[src/rtl/fetch_pc_redirect_pkg.sv]
// Shared processor definitions for the fetch stage: reset PC, NOP encoding,
// and the redirect FSM state encoding.
package fetch_pc_redirect_pkg;

  localparam logic [31:0] DEFAULT_RESET_PC = 32'd0;
  localparam logic [31:0] NOP              = 32'b0;

  typedef enum logic {
    RUN  = 1'b0,
    HOLD = 1'b1
  } state_t;

endpackage

[src/rtl/fetch_pc_redirect_if.sv]
// Fetch-side bundle: execute redirect request and stall controls in,
// PC / latch controls / debug state out.
interface fetch_pc_redirect_if #(
  parameter int CNT_W = 16
);
  import fetch_pc_redirect_pkg::*;

  // select_execute_Next_PC is a one-cycle request qualified by the stalls:
  // it is consumed at the edge where it is high unless stall_all freezes the
  // pipe, in which case the target is parked until stall_all drops.
  logic [31:0]      execute_Next_PC;
  logic             select_execute_Next_PC;
  logic             stall_fetch;
  logic             stall_all;
  logic [31:0]      address_imem;
  logic [31:0]      fd_pc_plus_one;
  logic             flush_FD;
  logic             flush_DX;
  logic             pc_write_enable;
  logic [CNT_W-1:0] redirect_count;
  state_t           state;

  modport master (
    output execute_Next_PC, select_execute_Next_PC, stall_fetch, stall_all,
    input  address_imem, fd_pc_plus_one, flush_FD, flush_DX,
           pc_write_enable, redirect_count, state
  );

  modport slave (
    input  execute_Next_PC, select_execute_Next_PC, stall_fetch, stall_all,
    output address_imem, fd_pc_plus_one, flush_FD, flush_DX,
           pc_write_enable, redirect_count, state
  );

endinterface

[src/rtl/register_32.sv]
// 32-bit register with write enable; synchronous reset loads RESET_VALUE.
module register_32 #(
  parameter logic [31:0] RESET_VALUE = 32'd0
) (
  input  logic        clock,
  input  logic        reset,
  input  logic        write_enable,
  input  logic [31:0] d,
  output logic [31:0] q
);

  always_ff @(posedge clock) begin
    if (reset) begin
      q <= RESET_VALUE;
    end else if (write_enable) begin
      q <= d;
    end
  end

endmodule

[src/rtl/fetch_pc_redirect.sv]
// Program counter owner: applies execute redirects, squashes F/D and D/X,
// parks a redirect across a full-pipeline freeze, counts redirects.
module fetch_pc_redirect
  import fetch_pc_redirect_pkg::*;
#(
  parameter logic [31:0] RESET_PC = DEFAULT_RESET_PC,
  parameter int          CNT_W    = 16
) (
  input  logic                 clock,
  input  logic                 reset,
  fetch_pc_redirect_if.slave   bus
);

  state_t           state, next_state;
  logic [31:0]      pc, pc_d, pending;
  logic             pc_we, pending_we;
  logic             flush_fd, flush_dx, cnt_inc;
  logic [CNT_W-1:0] cnt;

  register_32 #(.RESET_VALUE(RESET_PC)) u_pc (
    .clock        (clock),
    .reset        (reset),
    .write_enable (pc_we),
    .d            (pc_d),
    .q            (pc)
  );

  register_32 #(.RESET_VALUE(32'd0)) u_pending (
    .clock        (clock),
    .reset        (reset),
    .write_enable (pending_we),
    .d            (bus.execute_Next_PC),
    .q            (pending)
  );

  always_ff @(posedge clock) begin
    if (reset) begin
      state <= RUN;
    end else begin
      state <= next_state;
    end
  end

  always_comb begin
    next_state = state;
    pc_d       = pc + 32'd1;
    pc_we      = 1'b0;
    pending_we = 1'b0;
    flush_fd   = 1'b0;
    flush_dx   = 1'b0;
    cnt_inc    = 1'b0;
    if (reset) begin
      flush_fd = 1'b1;
      flush_dx = 1'b1;
    end else begin
      case (state)
        RUN: begin
          if (bus.stall_all) begin
            if (bus.select_execute_Next_PC) begin
              pending_we = 1'b1;
              next_state = HOLD;
            end
          end else if (bus.select_execute_Next_PC) begin
            pc_d     = bus.execute_Next_PC;
            pc_we    = 1'b1;
            flush_fd = 1'b1;
            flush_dx = 1'b1;
            cnt_inc  = 1'b1;
          end else if (bus.stall_fetch) begin
            flush_dx = 1'b1;
          end else begin
            pc_we = 1'b1;
          end
        end
        HOLD: begin
          // The live select is the same frozen instruction already parked.
          if (!bus.stall_all) begin
            pc_d       = pending;
            pc_we      = 1'b1;
            flush_fd   = 1'b1;
            flush_dx   = 1'b1;
            cnt_inc    = 1'b1;
            next_state = RUN;
          end
        end
        default: next_state = RUN;
      endcase
    end
  end

  always_ff @(posedge clock) begin
    if (reset) begin
      cnt <= '0;
    end else if (cnt_inc && (cnt != {CNT_W{1'b1}})) begin
      cnt <= cnt + 1'b1;
    end
  end

  assign bus.address_imem    = pc;
  assign bus.fd_pc_plus_one  = pc + 32'd1;
  assign bus.flush_FD        = flush_fd;
  assign bus.flush_DX        = flush_dx;
  assign bus.pc_write_enable = pc_we;
  assign bus.redirect_count  = cnt;
  assign bus.state           = state;

endmodule

[src/flat_wrapper.sv]
// flat-port wrapper written by rule: the top's interface ports become plain ports
module fetch_pc_redirect_flat import fetch_pc_redirect_pkg::*;
#(
  parameter logic [31:0] RESET_PC = DEFAULT_RESET_PC,
  parameter int          CNT_W    = 16
)
  (clock, reset, bus_execute_Next_PC, bus_select_execute_Next_PC, bus_stall_fetch, bus_stall_all, bus_address_imem, bus_fd_pc_plus_one, bus_flush_FD, bus_flush_DX, bus_pc_write_enable, bus_redirect_count, bus_state);
  fetch_pc_redirect_if #(.CNT_W(CNT_W)) bus_i ();
  input  logic clock;
  input  logic reset;
  input wire logic [$bits(bus_i.execute_Next_PC)-1:0] bus_execute_Next_PC;
  input wire logic [$bits(bus_i.select_execute_Next_PC)-1:0] bus_select_execute_Next_PC;
  input wire logic [$bits(bus_i.stall_fetch)-1:0] bus_stall_fetch;
  input wire logic [$bits(bus_i.stall_all)-1:0] bus_stall_all;
  output wire logic [$bits(bus_i.address_imem)-1:0] bus_address_imem;
  output wire logic [$bits(bus_i.fd_pc_plus_one)-1:0] bus_fd_pc_plus_one;
  output wire logic [$bits(bus_i.flush_FD)-1:0] bus_flush_FD;
  output wire logic [$bits(bus_i.flush_DX)-1:0] bus_flush_DX;
  output wire logic [$bits(bus_i.pc_write_enable)-1:0] bus_pc_write_enable;
  output wire logic [$bits(bus_i.redirect_count)-1:0] bus_redirect_count;
  output wire logic [$bits(bus_i.state)-1:0] bus_state;
  assign bus_i.execute_Next_PC = bus_execute_Next_PC;
  assign bus_i.select_execute_Next_PC = bus_select_execute_Next_PC;
  assign bus_i.stall_fetch = bus_stall_fetch;
  assign bus_i.stall_all = bus_stall_all;
  assign bus_address_imem = bus_i.address_imem;
  assign bus_fd_pc_plus_one = bus_i.fd_pc_plus_one;
  assign bus_flush_FD = bus_i.flush_FD;
  assign bus_flush_DX = bus_i.flush_DX;
  assign bus_pc_write_enable = bus_i.pc_write_enable;
  assign bus_redirect_count = bus_i.redirect_count;
  assign bus_state = bus_i.state;
  fetch_pc_redirect #(.RESET_PC(RESET_PC), .CNT_W(CNT_W)) u_core (.clock(clock), .reset(reset), .bus(bus_i));
endmodule
[config.mk]
export PLATFORM = sky130hd
export DESIGN_NAME = fetch_pc_redirect_flat
export DESIGN_NICKNAME = d
export VERILOG_FILES = /design/src/rtl/fetch_pc_redirect_pkg.sv /design/src/rtl/fetch_pc_redirect_if.sv /design/src/rtl/register_32.sv /design/src/rtl/fetch_pc_redirect.sv /design/src/flat_wrapper.sv
export SDC_FILE = /design/constraint.sdc
export NUM_CORES = 1
export LEC_CHECK = 0
export BUFFER_PORTS_ARGS = -buffer_cell sky130_fd_sc_hd__buf_2
export CAP_MARGIN = 20
export CORE_UTILIZATION = 45
export CTS_CLUSTER_DIAMETER = 30
export CTS_CLUSTER_SIZE = 25
export DETAILED_ROUTE_END_ITERATION = 12
export MAX_ROUTING_LAYER = met4
export PLACE_DENSITY = 0.69
export SLEW_MARGIN = 10
export SYNTH_ARGS = -nofsm -noshare
export SYNTH_HDL_FRONTEND = slang
export SYNTH_SLANG_ARGS = --single-unit
[constraint.sdc]
create_clock -name clock -period 2.4 [get_ports clock]
set_input_delay 0.24 -clock clock [delete_from_list [all_inputs] [get_ports clock]]
set_output_delay 0.24 -clock clock [all_outputs]
set_load 0.01 [all_outputs]
# --- Yosys cells after proc, flatten, opt, wreduce, memory -nomap -nowiden ---
# Cells that the tools add are included.
classes:
  addsub: 2
  mul: 0
  n_div: 0
  magnitude_cmp: 0
  n_eq_ne: 1
  shifts: 0
  n_mux: 25
  n_bitwise: 1
  reduce_logical: 1
op_table:
  columns: ["op", "count"]
  rows:
  - ["$mux 32", 3]
  - ["$pmux 32 s2", 1]
  - ["$add 32x1->32 const B", 1]
  - ["$mux 1", 17]
  - ["$add 16x1->16 const B", 1]
  - ["$ne 16x16->1 const B", 1]
  - ["$pmux 1 s2", 4]
  - ["$logic_and 1x1->1", 1]
  - ["$not 1->1", 1]
totals:
  ff_bits: 81
  latch_bits: 0
  ramBits: 0
  romBits: 0
  input_bits: 37
  word_cells: 34
  memories: 0

# --- Logic depth before layout (Yosys ltp) ---
depth:
  ltp_word: 5
  mapped_depth: 8

# --- By module ---
# Synthesis repeated with hierarchy kept, for this count alone.
hier_totals:
  hier_cells: 504
  hier_area_um2: 4475.5
by_module_without_submodules:
  columns: ["module", "n_inst", "cells_per_inst", "area_each_um2", "seq_area_each_um2"]
  rows:
  - ["register_32", 2, 103, 1163.6, 640.6]
  - ["fetch_pc_redirect", 1, 298, 2148.3, 340.3]

# --- Worst setup path before layout ---
# Ideal clock, no wire load.
synth_path:
  path_type: "register to register"
  start: "register u_core.u_pc.q[12]"
  end: "register u_core.u_pc.q[28]"
  t_arrival_ns: 2.232
  required_time_ns: 2.326
  setup_slack_ns: 0.093
  stages_incl_launch_ff: 7
  path_buffers: 1
  synth_period_minus_slack_ns: 2.307
  cell_sequence: "dfxtp_1 buf_2 nand4_2 or3_4 or4_4 or4_1 a31oi_1"
synth_via:
  elab_chain_cells: 4
  elab_cells_between_ends: 5
  classes_between: "1 x add/sub; 4 x mux"
synth_lines:
  columns: ["item", "line_no", "text"]
  rows:
  - ["start, declared", "register_32.sv:9", "output logic [31:0] q"]
  - ["start signal, assigned", "register_32.sv:14", "q <= RESET_VALUE;"]
  - ["start signal, assigned", "register_32.sv:16", "q <= d;"]
  - ["$add 32x1->32 *", "fetch_pc_redirect.sv:46", "pc_d = pc + 32'd1;"]
  - ["$mux 32", "fetch_pc_redirect.sv:63", "end else if (bus.select_execute_Next_PC) begin"]
  - ["$mux 32", "fetch_pc_redirect.sv:58", "if (bus.stall_all) begin"]
  - ["$pmux 32 s2 *", "fetch_pc_redirect.sv:56", "case (state)"]
# Mark *: on every way between the ends. The rest lies on a longest branch, timed or not.
# A chain may end at the register's enable or synchronous reset.

# --- Worst setup path in the final report ---
layout_path:
  start: "register u_core.u_pc.q[12]"
  end: "output bus_fd_pc_plus_one[26]"
layout_via:
  elab_chain_cells: 1
layout_lines:
  columns: ["item", "line_no", "text"]
  rows:
  - ["$add 32x1->32", "fetch_pc_redirect.sv:100", "assign bus.fd_pc_plus_one = pc + 32'd1;"]
  - ["end, declared", "flat_wrapper.sv:16", "output wire logic [$bits(bus_i.fd_pc_plus_one)-1:0] bus_fd_pc_plus_one;"]
# No other way between the ends.

==> out/metrics.cfg <==
[floorplan]
start_util = 0.462
num_io_pins = 121
fp.dieH_um = 102
die_x_um = 102
core_um2 = 9730
die-area_um2 = 10400
row_count = 36

[clocking]
cts_tree = built
htreeDepth = 3
hold_buffers = 0
cts_sinks = 81
root_buffer = clkbuf_8
clock_path_buffers = 2
clk_pin_slew_ps = 90
cts-buffers-inserted = 9
insertion_delay_ps = 370

[layout]
final_common_cell = buf_2
multi_input_area_um2 = 2800
seq_area_um2 = 1660
syn_to_final_growth_pct = 33.3
mostFrequentLayoutCells = 118 x buf_2, 103 x nand2_1, 62 x dfxtp_1, 57 x a21oi_1, 54 x buf_4
diodes = 0
utilization = 0.617
drive_above_1_share = 0.318
nets = 791
n_fill_cell = 895

[setup_path]
crit_family = simple AND/OR/NAND/NOR gates
worstSetupPathType = flip-flop to primary output
startpoint_type = flip-flop
worst_path_largest_cell_delay_ps = 430
worstPathArrival_ps = 2170
cp_max_fo = 11
crit_path_end_kind = primary output
worstPathRequired_ps = 2160
slowest_stage = or3_4
crit_buf_inv = 2
cp_cell_sequence = nand4_4 > or3_4 > buf_6 > o31a_1 > or2_2 > buf_2

[timing]
worst_slew_pin_slew_ps = 657
slew_violations = 0
final-setup-viol-count = 1
finClkSkew_ps = 12.2
finalCritPeriodShare = 1.00
setup_ws_ps = -10.4
relSlewSlack = 0.558
hold_viol = 0
grt_setup_unrepaired = true
period_minus_slack_ps = 2410
fmax_ghz = 0.415

[power]
ir_drop_uv = 291
power_density_nw_per_um2 = 532
p_leak_nw = 2.48

[global_routing]
grt_pass1_vias = 4551
grt_overflow = 0
grt_max_degree = 46
grt_antenna_before_repair = 0
gr-usage-all-layers = 0.299
grt_pass1_wl_mm = 23.2

[synthesis]
avgSynthCellArea_um2 = 7.51
yosysUniqueCellTypes = 52
synth_seq_cells = 81
synthCells = 599
ys.flop_type = dfxtp_1
yosysWarnings = 0
synth_edf_count = 0
yosysSeqAreaShare = 0.360
synth-async-reset-ratio = 0
syn_nets = 638
netlist_area_um2 = 4500

[place]
post-place-ws_ps = 199
place.port_buffers = 120
dp_hpwl_mm = 10.9
gp_congestion = 0.960

[drt]
drt-initial-drc-count = 451
vias_per_cell = 5.82
wl_mm = 15.6
wl_per_cell_um = 17.5
drcViolationCount = 0
drtPass1Iterations = 6
vias = 5176
antenna_left = 0

[outcome]
failed_checks = setup timing
status = finished, violations left

[worst_hold_path]
hp-class = input pin to flip-flop

[run]
drv_cap = 0

-- cells in the mapped netlist, drive strengths merged, types with 2 or more instances --
master   instances  area, µm²
a2111oi          2       17.5
a211oi           2       15.0
a21o             3       22.5
a21oi           58        290
a221oi           4       35.0
a22oi            4       30.0
a2bb2oi          4       35.0
a311oi           2       17.5
a31oi            4       25.0
and2             2       12.5
and3             9       56.3
and4             7       61.3
clkbuf          38        143
dfxtp           81       1620
ha               2       25.0
inv             13       48.8
mux2i            8       80.1
nand2          105        394
nand2b           4       25.0
nand3           22        110
nand4           15        100
nand4b           3       26.3
nor2            44        165
nor2b            2       12.5
nor3            18       90.1
nor4            17        106
nor4b            4       35.0
o211ai           4       30.0
o21ai           32        160
o221ai           8       70.1
o22a             2       17.5
o22ai            7       43.8
o31a             5       43.8
o31ai            4       30.0
o32ai            2       17.5
or2              5       31.3
or3              5       36.3
or4              4       33.8
xnor2           27        236
xor2             8       70.1
-- power by group --
part	internal [mW]	switching, mW	total (mW)
registers	1.40	0.0646	1.47
clock network	0.613	0.523	1.14
logic	0.245	0.346	0.591
total	2.26	0.933	3.19
-- kinds of logic (layout without fill, tap and decap cells) --
logic type	after synthesis	count (layout)	share of synthesized area
and+or+nand+nor	267	267	0.290
AOI/OAI and AO/OA	154	154	0.215
DFF	81	81	0.360
buffers and inverters	52	210	0.0437
xor gates and xnor gates	35	35	0.0681
muxes	8	8	0.0178
adders and majority gates	2	2	0.00556
-- worst paths after layout --
check | startpoint | to | slack, ps | cells after the start
setup / recovery | u_core.u_pc.q[12] | bus_fd_pc_plus_one[26] | -10 | 6
hold reg to reg | u_core.u_pending.q[7] | u_core.u_pending.q[7] | 460 | 2
setup reg to reg | u_core.u_pc.q[12] | u_core.u_pc.q[28] | 230 | 5
hold / removal | bus_execute_Next_PC[30] | u_core.u_pending.q[30] | 100 | 3
-- layer usage --
layer	GRT usage	wire length (µm)	vias to the layer above
met5	-	0	-
met3	0.0451	1220	36
met2	0.461	7240	243
met4	0.118	375	0
li1	-	-	2482
met1	0.394	6760	2415
-- what timing repair did --
action                     4_1_cts  5_1_grt
pin swaps                        9        9
gates resized for setup         38       17
setup endpoints to repair       10       13
setup buffers                    6       11
gates cloned                     0        0
-- sequential cells by signal (all words and copies together) (netlist names) --
signal	flops
u_core.bus.redirect_count	16
u_core.bus.state	1
u_core.u_pc.q	32
u_core.u_pending.q	32
-- stage by stage --
| stage | TNS, ps | power, mW | hold slack [ps] | instance area, µm² | instances |
|---|---|---|---|---|---|
| global placement | 0 | 2.03 | 440 | 5470 | 857 |
| detailed placement | 0 | 2.04 | 446 | 5470 | 857 |
| global route | -292 | 3.31 | 120 | 6000 | 890 |
| CTS | 0 | 3.19 | 105 | 5850 | 879 |
| finish | -10.4 | 3.19 | 103 | 6000 | 890 |
| floorplan | 0 | 1.79 | 376 | 4500 | 599 |
-- worst min-delay path, stage by stage --
cell     delay [ps]
buf_2           100
nand2_1          50
a21oi_1          50
-- layout make-up --
class / instances / share of cell area
clock buffers: 11 / 0.0236
clock inverters: 5 / 0.0131
inverters: 13 / 0.00814
multi-input cells: 466 / 0.466
flip-flops and latches: 81 / 0.277
well taps: 133 / 0.0277
repair buffers: 181 / 0.184
(Power assumes the default switching activity.)
